===== src/rtl/mvm_uart_pkg.sv =====
`default_nettype none
// ============================================================================
//  Module      : mvm_uart_pkg
//  Description : Shared geometry, derived bus widths, element/vector typedefs
//                and FSM state encodings for the UART-attached matrix-vector
//                multiplier.
//  Revision    : 1.0  initial release
// ============================================================================
package mvm_uart_pkg;

  localparam int BITS_PER_WORD = 8;
  localparam int R             = 8;
  localparam int C             = 8;
  localparam int W_X           = 4;
  localparam int W_K           = 3;
  localparam int W_Y_OUT       = 32;

  localparam int W_BUS_KX     = R*C*W_K + C*W_X;
  localparam int W_BUS_Y      = R*W_Y_OUT;
  localparam int W_Y          = W_X + W_K + $clog2(C);
  localparam int NUM_WORDS_RX = (W_BUS_KX + BITS_PER_WORD - 1) / BITS_PER_WORD;
  localparam int NUM_WORDS_TX = (W_BUS_Y + BITS_PER_WORD - 1) / BITS_PER_WORD;

  // Packed row-major layouts: element [r][c] sits at bit (r*C+c)*W_K.
  typedef logic [W_K-1:0]                k_elem_t;
  typedef k_elem_t [R-1:0][C-1:0]        k_mat_t;
  typedef logic [W_X-1:0]                x_elem_t;
  typedef x_elem_t [C-1:0]               x_vec_t;
  typedef logic [R-1:0][W_Y_OUT-1:0]     y_vec_t;

  typedef enum logic [1:0] {
    RX_IDLE  = 2'd0,
    RX_START = 2'd1,
    RX_DATA  = 2'd2,
    RX_STOP  = 2'd3
  } rx_state_e;

  typedef enum logic [0:0] {
    TX_IDLE = 1'b0,
    TX_SEND = 1'b1
  } tx_state_e;

endpackage
`default_nettype wire


===== src/rtl/mvm_uart_axis_mvm.sv =====
`default_nettype none
// ============================================================================
//  Module      : axis_mvm
//  Description : Signed matrix-vector multiply y = K*x behind AXI-Stream
//                handshakes. Result is registered and held until accepted.
//  Ports       : clk, rst                      clock / sync active-high reset
//                s_axis_kx_tvalid/tready/tdata packed K matrix + x vector in
//                m_axis_y_tvalid/tready/tdata  packed sign-extended y out
//  Revision    : 1.0  initial release
// ============================================================================
module axis_mvm
  import mvm_uart_pkg::*;
(
  input  logic                clk,
  input  logic                rst,
  input  logic                s_axis_kx_tvalid,
  output logic                s_axis_kx_tready,
  input  logic [W_BUS_KX-1:0] s_axis_kx_tdata,
  output logic                m_axis_y_tvalid,
  input  logic                m_axis_y_tready,
  output logic [W_BUS_Y-1:0]  m_axis_y_tdata
);

  localparam int W_P = W_K + W_X;

  k_mat_t                  w_k;
  x_vec_t                  w_x;
  logic [R-1:0][W_Y-1:0]   w_y;
  logic                    w_ready;
  logic                    r_valid;
  y_vec_t                  r_y;

  assign w_k = s_axis_kx_tdata[R*C*W_K-1:0];
  assign w_x = s_axis_kx_tdata[W_BUS_KX-1:R*C*W_K];

  // Output register may be overwritten when empty or being drained this cycle.
  assign w_ready          = !r_valid || m_axis_y_tready;
  assign s_axis_kx_tready = w_ready;
  assign m_axis_y_tvalid  = r_valid;
  assign m_axis_y_tdata   = r_y;

  // Operands are sign-extended to the product width, so the low W_P bits of
  // an unsigned multiply equal the signed product; then extended to W_Y.
  always_comb begin
    for (int r = 0; r < R; r++) begin
      w_y[r] = '0;
      for (int c = 0; c < C; c++) begin
        logic [W_P-1:0] w_ke;
        logic [W_P-1:0] w_xe;
        logic [W_P-1:0] w_prod;
        w_ke   = {{(W_P-W_K){w_k[r][c][W_K-1]}}, w_k[r][c]};
        w_xe   = {{(W_P-W_X){w_x[c][W_X-1]}}, w_x[c]};
        w_prod = w_ke * w_xe;
        w_y[r] = w_y[r] + {{(W_Y-W_P){w_prod[W_P-1]}}, w_prod};
      end
    end
  end

  always_ff @(posedge clk) begin
    if (rst) begin
      r_valid <= 1'b0;
    end else if (s_axis_kx_tvalid && w_ready) begin
      r_valid <= 1'b1;
      for (int r = 0; r < R; r++) begin
        r_y[r] <= {{(W_Y_OUT-W_Y){w_y[r][W_Y-1]}}, w_y[r]};
      end
    end else if (m_axis_y_tready) begin
      r_valid <= 1'b0;
    end
  end

endmodule
`default_nettype wire


===== src/rtl/mvm_uart_system.sv =====
`default_nettype none
// ============================================================================
//  Module      : uart_rx
//  Description : 8N1 UART receiver with packet assembly. Bytes fill the kx
//                bus LSB-first; a full packet is presented on m_valid/m_data
//                and held until m_ready. Bytes arriving while held, and bytes
//                with a bad stop bit, are discarded.
//  Ports       : clk, rst, i_rx, m_valid, m_ready, m_data
//  Revision    : 1.0  initial release
// ============================================================================
module uart_rx
  import mvm_uart_pkg::*;
#(
  parameter int CLOCKS_PER_PULSE = 868
) (
  input  logic                clk,
  input  logic                rst,
  input  logic                i_rx,
  output logic                m_valid,
  input  logic                m_ready,
  output logic [W_BUS_KX-1:0] m_data
);

  localparam int W_CNT = $clog2(CLOCKS_PER_PULSE) + 1;
  localparam int W_BIT = $clog2(BITS_PER_WORD);
  localparam int W_IDX = $clog2(NUM_WORDS_RX);
  localparam int W_BUF = NUM_WORDS_RX * BITS_PER_WORD;

  localparam logic [W_CNT-1:0] c_full      = W_CNT'(CLOCKS_PER_PULSE - 1);
  localparam logic [W_CNT-1:0] c_half      = W_CNT'(CLOCKS_PER_PULSE/2 - 1);
  localparam logic [W_BIT-1:0] c_last_bit  = W_BIT'(BITS_PER_WORD - 1);
  localparam logic [W_IDX-1:0] c_last_word = W_IDX'(NUM_WORDS_RX - 1);

  rx_state_e                r_state;
  logic [1:0]               r_sync;
  logic [W_CNT-1:0]         r_cnt;
  logic [W_BIT-1:0]         r_bit;
  logic [BITS_PER_WORD-1:0] r_shift;
  logic [W_IDX-1:0]         r_word;
  logic [W_BUF-1:0]         r_buf;
  logic                     r_valid;
  logic                     w_rx;

  // Two-flop synchronizer: rx comes straight from a board pin.
  assign w_rx    = r_sync[1];
  assign m_valid = r_valid;
  assign m_data  = r_buf[W_BUS_KX-1:0];

  always_ff @(posedge clk) begin
    if (rst) begin
      r_sync  <= 2'b11;
      r_state <= RX_IDLE;
      r_cnt   <= '0;
      r_bit   <= '0;
      r_shift <= '0;
      r_word  <= '0;
      r_valid <= 1'b0;
    end else begin
      r_sync <= {r_sync[0], i_rx};
      if (r_valid && m_ready) begin
        r_valid <= 1'b0;
      end
      case (r_state)
        RX_IDLE: begin
          r_cnt <= '0;
          if (!w_rx) begin
            r_state <= RX_START;
          end
        end
        RX_START: begin
          // Re-check mid start bit; a high line here was a glitch.
          if (r_cnt == c_half) begin
            r_cnt   <= '0;
            r_bit   <= '0;
            r_state <= w_rx ? RX_IDLE : RX_DATA;
          end else begin
            r_cnt <= r_cnt + 1'b1;
          end
        end
        RX_DATA: begin
          if (r_cnt == c_full) begin
            r_cnt   <= '0;
            r_shift <= {w_rx, r_shift[BITS_PER_WORD-1:1]};
            if (r_bit == c_last_bit) begin
              r_state <= RX_STOP;
            end else begin
              r_bit <= r_bit + 1'b1;
            end
          end else begin
            r_cnt <= r_cnt + 1'b1;
          end
        end
        RX_STOP: begin
          if (r_cnt == c_full) begin
            r_cnt   <= '0;
            r_state <= RX_IDLE;
            // Keep the byte only with a valid stop bit and no packet pending.
            if (w_rx && !r_valid) begin
              r_buf[r_word*BITS_PER_WORD +: BITS_PER_WORD] <= r_shift;
              if (r_word == c_last_word) begin
                r_word  <= '0;
                r_valid <= 1'b1;
              end else begin
                r_word <= r_word + 1'b1;
              end
            end
          end else begin
            r_cnt <= r_cnt + 1'b1;
          end
        end
        default: r_state <= RX_IDLE;
      endcase
    end
  end

endmodule

// ============================================================================
//  Module      : uart_tx
//  Description : Serialises a latched y bus as back-to-back UART frames
//                (start, 8 data LSB first, 2 stop bits). Ready only when idle.
//  Ports       : clk, rst, s_valid, s_ready, s_data, o_tx
//  Revision    : 1.0  initial release
// ============================================================================
module uart_tx
  import mvm_uart_pkg::*;
#(
  parameter int CLOCKS_PER_PULSE = 868
) (
  input  logic               clk,
  input  logic               rst,
  input  logic               s_valid,
  output logic               s_ready,
  input  logic [W_BUS_Y-1:0] s_data,
  output logic               o_tx
);

  localparam int W_CNT   = $clog2(CLOCKS_PER_PULSE) + 1;
  localparam int W_FRAME = BITS_PER_WORD + 3;
  localparam int W_BIT   = $clog2(W_FRAME);
  localparam int W_IDX   = $clog2(NUM_WORDS_TX);
  localparam int W_BUF   = NUM_WORDS_TX * BITS_PER_WORD;

  localparam logic [W_CNT-1:0] c_full       = W_CNT'(CLOCKS_PER_PULSE - 1);
  localparam logic [W_BIT-1:0] c_last_fbit  = W_BIT'(W_FRAME - 1);
  localparam logic [W_IDX-1:0] c_last_word  = W_IDX'(NUM_WORDS_TX - 1);

  tx_state_e          r_state;
  logic [W_CNT-1:0]   r_cnt;
  logic [W_BIT-1:0]   r_bit;
  logic [W_IDX-1:0]   r_word;
  logic [W_FRAME-1:0] r_frame;
  logic [W_BUF-1:0]   r_buf;
  logic               r_ready;
  logic               r_tx;
  logic [W_BUF-1:0]   w_pad;

  assign w_pad   = W_BUF'(s_data);
  assign s_ready = r_ready;
  assign o_tx    = r_tx;

  // r_frame[0] is always the bit currently on the line; r_buf holds the
  // bytes still to be framed, next one in the low byte.
  always_ff @(posedge clk) begin
    if (rst) begin
      r_state <= TX_IDLE;
      r_cnt   <= '0;
      r_bit   <= '0;
      r_word  <= '0;
      r_ready <= 1'b1;
      r_tx    <= 1'b1;
    end else begin
      case (r_state)
        TX_IDLE: begin
          r_tx <= 1'b1;
          if (s_valid && r_ready) begin
            r_frame <= {2'b11, w_pad[BITS_PER_WORD-1:0], 1'b0};
            r_buf   <= w_pad >> BITS_PER_WORD;
            r_tx    <= 1'b0;
            r_cnt   <= '0;
            r_bit   <= '0;
            r_word  <= '0;
            r_ready <= 1'b0;
            r_state <= TX_SEND;
          end
        end
        TX_SEND: begin
          if (r_cnt == c_full) begin
            r_cnt <= '0;
            if (r_bit == c_last_fbit) begin
              if (r_word == c_last_word) begin
                r_state <= TX_IDLE;
                r_ready <= 1'b1;
                r_tx    <= 1'b1;
              end else begin
                r_word  <= r_word + 1'b1;
                r_frame <= {2'b11, r_buf[BITS_PER_WORD-1:0], 1'b0};
                r_buf   <= r_buf >> BITS_PER_WORD;
                r_tx    <= 1'b0;
                r_bit   <= '0;
              end
            end else begin
              r_bit   <= r_bit + 1'b1;
              r_frame <= r_frame >> 1;
              r_tx    <= r_frame[1];
            end
          end else begin
            r_cnt <= r_cnt + 1'b1;
          end
        end
        default: r_state <= TX_IDLE;
      endcase
    end
  end

endmodule

// ============================================================================
//  Module      : mvm_uart_system
//  Description : UART-attached matrix-vector multiplier. Receives packed K
//                and x over rx, computes y = K*x, returns packed y over tx.
//  Ports       : clk   system clock
//                rstn  synchronous reset, active HIGH despite the name
//                rx    UART serial input (idle high)
//                tx    UART serial output (idle high)
//  Revision    : 1.0  initial release
// ============================================================================
module mvm_uart_system
  import mvm_uart_pkg::*;
#(
  parameter int CLOCKS_PER_PULSE = 868
) (
  input  logic clk,
  input  logic rstn,
  input  logic rx,
  output logic tx
);

  logic                w_kx_valid;
  logic                w_kx_ready;
  logic [W_BUS_KX-1:0] w_kx_data;
  logic                w_y_valid;
  logic                w_y_ready;
  logic [W_BUS_Y-1:0]  w_y_data;

  uart_rx #(
    .CLOCKS_PER_PULSE (CLOCKS_PER_PULSE)
  ) UART_RX (
    .clk     (clk),
    .rst     (rstn),
    .i_rx    (rx),
    .m_valid (w_kx_valid),
    .m_ready (w_kx_ready),
    .m_data  (w_kx_data)
  );

  axis_mvm AXIS_MVM (
    .clk              (clk),
    .rst              (rstn),
    .s_axis_kx_tvalid (w_kx_valid),
    .s_axis_kx_tready (w_kx_ready),
    .s_axis_kx_tdata  (w_kx_data),
    .m_axis_y_tvalid  (w_y_valid),
    .m_axis_y_tready  (w_y_ready),
    .m_axis_y_tdata   (w_y_data)
  );

  uart_tx #(
    .CLOCKS_PER_PULSE (CLOCKS_PER_PULSE)
  ) UART_TX (
    .clk     (clk),
    .rst     (rstn),
    .s_valid (w_y_valid),
    .s_ready (w_y_ready),
    .s_data  (w_y_data),
    .o_tx    (tx)
  );

endmodule
`default_nettype wire


===== config.mk =====
export PLATFORM = sky130hd
export DESIGN_NAME = mvm_uart_system
export DESIGN_NICKNAME = d
export VERILOG_FILES = /design/src/rtl/mvm_uart_pkg.sv /design/src/rtl/mvm_uart_axis_mvm.sv /design/src/rtl/mvm_uart_system.sv
export SDC_FILE = /design/constraint.sdc
export NUM_CORES = 2
export LEC_CHECK = 0
export BUFFER_PORTS_ARGS = -buffer_cell sky130_fd_sc_hd__buf_2
export CORE_AREA = 8 8 278 548
export CTS_CLUSTER_DIAMETER = 80
export DETAILED_ROUTE_END_ITERATION = 8
export DIE_AREA = 0 0 286 556
export PLACE_DENSITY_LB_ADDON = 0.3
export SLEW_MARGIN = 40
export SYNTH_ARGS = -nofsm -noshare
export SYNTH_HDL_FRONTEND = slang
export SYNTH_SLANG_ARGS = --single-unit

===== constraint.sdc =====
create_clock -name clk -period 16.07 [get_ports clk]
set_input_delay 0.8035 -clock clk [delete_from_list [all_inputs] [get_ports clk]]
set_output_delay 0.8035 -clock clk [all_outputs]
set_load 0.01 [all_outputs]

==> run metrics <==
Hold WC Path Type in -> reg; Gate Count Post-Synth 5639; max frequency between 100 and 150 MHz; YS warnings 0; FF-to-FF setup slack 8.68 ns; Via density around 4.9; Layout fillers 14200; final RePlAce weighted congestion 0.947; Hold Buf Count CTS 0; sequential area share after synthesis ~30%; Worst VDD drop 0.0000971 V; Commonest cells post-synth inv_1, nand2_1, fa_1; Synthesized Nets 6959; First-pass DRT Iterations 5; worst path arrival time 7.83 ns; Final Max Slew Viols 0; Starting DRT DRC Count 1484; Clock Latency Late Sink ~0.7 ns; top cells by area, synth edfxtp_1, fa_1, ha_1; CP Capture Type register; met1 Use GR 18.4%; Layout Nets 6905; RSZ-0062 raised after global routing false; crit share post-route 46.0%; core region area 145000 sq um; met3 usage 1.85%; CP Launch Type register; post-route design area ~62000 sq um; Fin Clk Skew 0.0541 ns; width of the die 286 microns; DP Wirelength about 130000 microns; FP Rows 198; CP endpoint AXIS_MVM.m_axis_y_tdata[233]$_DFFE_PP_; vias post-DR ~37000; number of setup buffers added after CTS 0; launch point of the worst reg-to-reg path UART_RX.m_data[198]$_DFFE_PP_; gr busiest metal met2; P per Cell Area between 50 and 60 nW/um^2; share of cells above drive strength 1 4.40%; Crit Path Max Fanout 12; status complete, no violations; clk slew on worst S/H paths 0.07 ns; Post-route DRC 0; Worst slew margin 38.3%; Seq. cell area approximately 17000 sq um; Inserted Clock Buffers between 50 and 60; Post-Route WL 155000 microns; average wire per standard cell 20.4 microns; most frequent cell after synthesis inv_1; GR Overflow Total 0; vias in the first global route 40900; Crit Path Category reg -> reg; ys flop type edfxtp_1; initial antenna violation count 11; clk sink count 598; number of flops mapped to enable cells by yosys 542; final setup fails 0; Critical Path Source UART_RX.m_data[198]$_DFFE_PP_; die area 159000 sq um; clock root buffer master clkbuf_16; post-route core utilization 42.7%; Bufs on Longest Clock Path 3; first-pass GRT wire length about 240000 microns; post-synthesis register bit count 598; die height 556 microns; Synth top area share between 20 and 30%; depth of the CTS H-tree 2; Avg Cell Area, Syn between 10 and 15 sq um; Slew @ Worst Pin slightly above 0.9 ns; Post-CTS Resized 0; CP required 16.51 ns; CTS tree done; synthesized area 57600 sq um; MaxCap Viol Count 0; largest net degree at the start of global routing 153; io pins 4; post-route setup TNS 0 ns; Starting Density between 30% and 40%; async set-reset flop share out of synthesis 0%; GRT Overall Usage slightly below 20%; area of the multi-input gates 35400 sq um; Synth area leader edfxtp_1; Hold Fails Final Rpt 0; Tot Pwr roughly 0.0031 W; Placed Area 59900 sq um; worst-case reg-to-reg path depth 21; Port Buffers 3; Critical R2R Capture AXIS_MVM.m_axis_y_tdata[233]$_DFFE_PP_; synthesis-to-layout area growth 7.69%; met2 Track Usage GR 38.2%; Final min period 7.39 ns; Pleak 29.3 nW; remaining antenna violation count 0; Yosys cell types 59; Hold WS about 0.31 ns
## stage by stage
| step | std cells | setup slack (ns) |
|---|---|---|
| final | 7569 | 8.68 |
| after global routing | 7567 | 8.33 |
| after CTS | 7530 | 8.63 |
| after detailed placement | 7423 | 8.69 |
| after global placement | 7418 | 8.36 |
| after floorplan | 5639 | 4.30 |
## layer usage
layer / vias up / routed length (microns)
met1: 18800 / 50000
li1: 17500 / -
met5: - / 13
met3: 374 / 4690
met2: 674 / 85500
met4: 2 / 14600
## placed cells by master (no fill, tap or decap), drive strengths merged, types with 112 or more instances in the layout
cell type | Yosys | final
nand2b | 170 | 170
nor2 | 322 | 322
fa | 689 | 689
and2 | 200 | 200
inv | 1138 | 1150
ha | 628 | 628
xnor2 | 248 | 248
a21oi | 112 | 112
nand2 | 738 | 738
edfxtp | 542 | 542
## report_power, final
group	leakage (nW)	total, W	switching [W]	internal [W]
registers	5.74	0.00167	0.000000433	0.00167
logic	22.6	0.00000450	0.00000358	0.000000898
clock network	0.960	0.00146	0.000677	0.000783
total	29.3	0.00313	0.000681	0.00245
## worst min-delay path by stage
stage	from	endpoint	slack, ns	depth (start not counted)
2_1_floorplan	UART_RX.r_sync[0]$_SDFF_PP1_	UART_RX.r_sync[1]$_SDFF_PP1_	0.39	1
3_3_place_gp	UART_RX.r_sync[0]$_SDFF_PP1_	UART_RX.r_sync[1]$_SDFF_PP1_	0.42	1
3_5_place_dp	UART_RX.r_sync[0]$_SDFF_PP1_	UART_RX.r_sync[1]$_SDFF_PP1_	0.42	1
4_1_cts	rx	UART_RX.r_sync[0]$_SDFF_PP1_	0.27	2
5_1_grt	rx	UART_RX.r_sync[0]$_SDFF_PP1_	0.30	2
6_report	rx	UART_RX.r_sync[0]$_SDFF_PP1_	0.31	2
## sequential cells by signal (all words and copies together), names as in the netlist, named ones only
| signal | count |
|---|---|
| UART_RX.r_state | 1 |
| UART_TX.r_cnt | 11 |
| UART_TX.r_bit | 4 |
| UART_TX.r_state | 1 |
| UART_RX.m_data | 224 |
| UART_RX.r_word | 5 |
| AXIS_MVM.m_axis_y_tvalid | 1 |
| AXIS_MVM.m_axis_y_tdata | 80 |
| UART_TX.o_tx | 1 |
| UART_TX.r_buf | 228 |
| UART_RX.m_valid | 1 |
| UART_TX.r_word | 5 |
| UART_TX.r_frame | 10 |
| UART_RX.r_bit | 3 |
| UART_RX.r_shift | 8 |
| UART_RX.r_sync | 2 |
| UART_TX.s_ready | 1 |
| UART_RX.r_cnt | 11 |
## worst max-delay path, cell delays in order (launching register included)
cell	delay, ns
edfxtp_1	0.70
nand2_1	0.16
fa_1	0.58
fa_1	0.45
fa_1	0.51
inv_1	0.05
fa_1	0.48
fa_1	0.42
a21oi_1	0.15
nor2_1	0.06
nor2_1	0.16
o21bai_1	0.08
a21oi_1	0.19
xnor2_1	0.16
fa_1	0.47
fa_1	0.60
inv_1	0.07
fa_1	0.50
fa_1	0.52
ha_1	0.25
o41a_1	0.45
xnor2_1	0.14
## cell families after synthesis
group	count (synthesis)	synth area share [%]
simple gates	1625	12.9
fa+ha+maj	1317	37.6
buf+inv	1309	8.54
flops	598	30.2
compound gates	367	4.02
xor+xnor	356	5.41
mux	67	1.29
## cell type report
cell class / instances / area share, %
inverters: 1138 / 6.89
clock buffers: 64 / 2.41
clock inverters: 43 / 0.759
multi-input cells: 3732 / 57.1
well taps: 1900 / 3.83
diodes: 37 / 0.149
repair buffers: 57 / 0.843
flip-flops and latches: 598 / 28.1
Note: power is estimated with default switching activity, not from simulation.
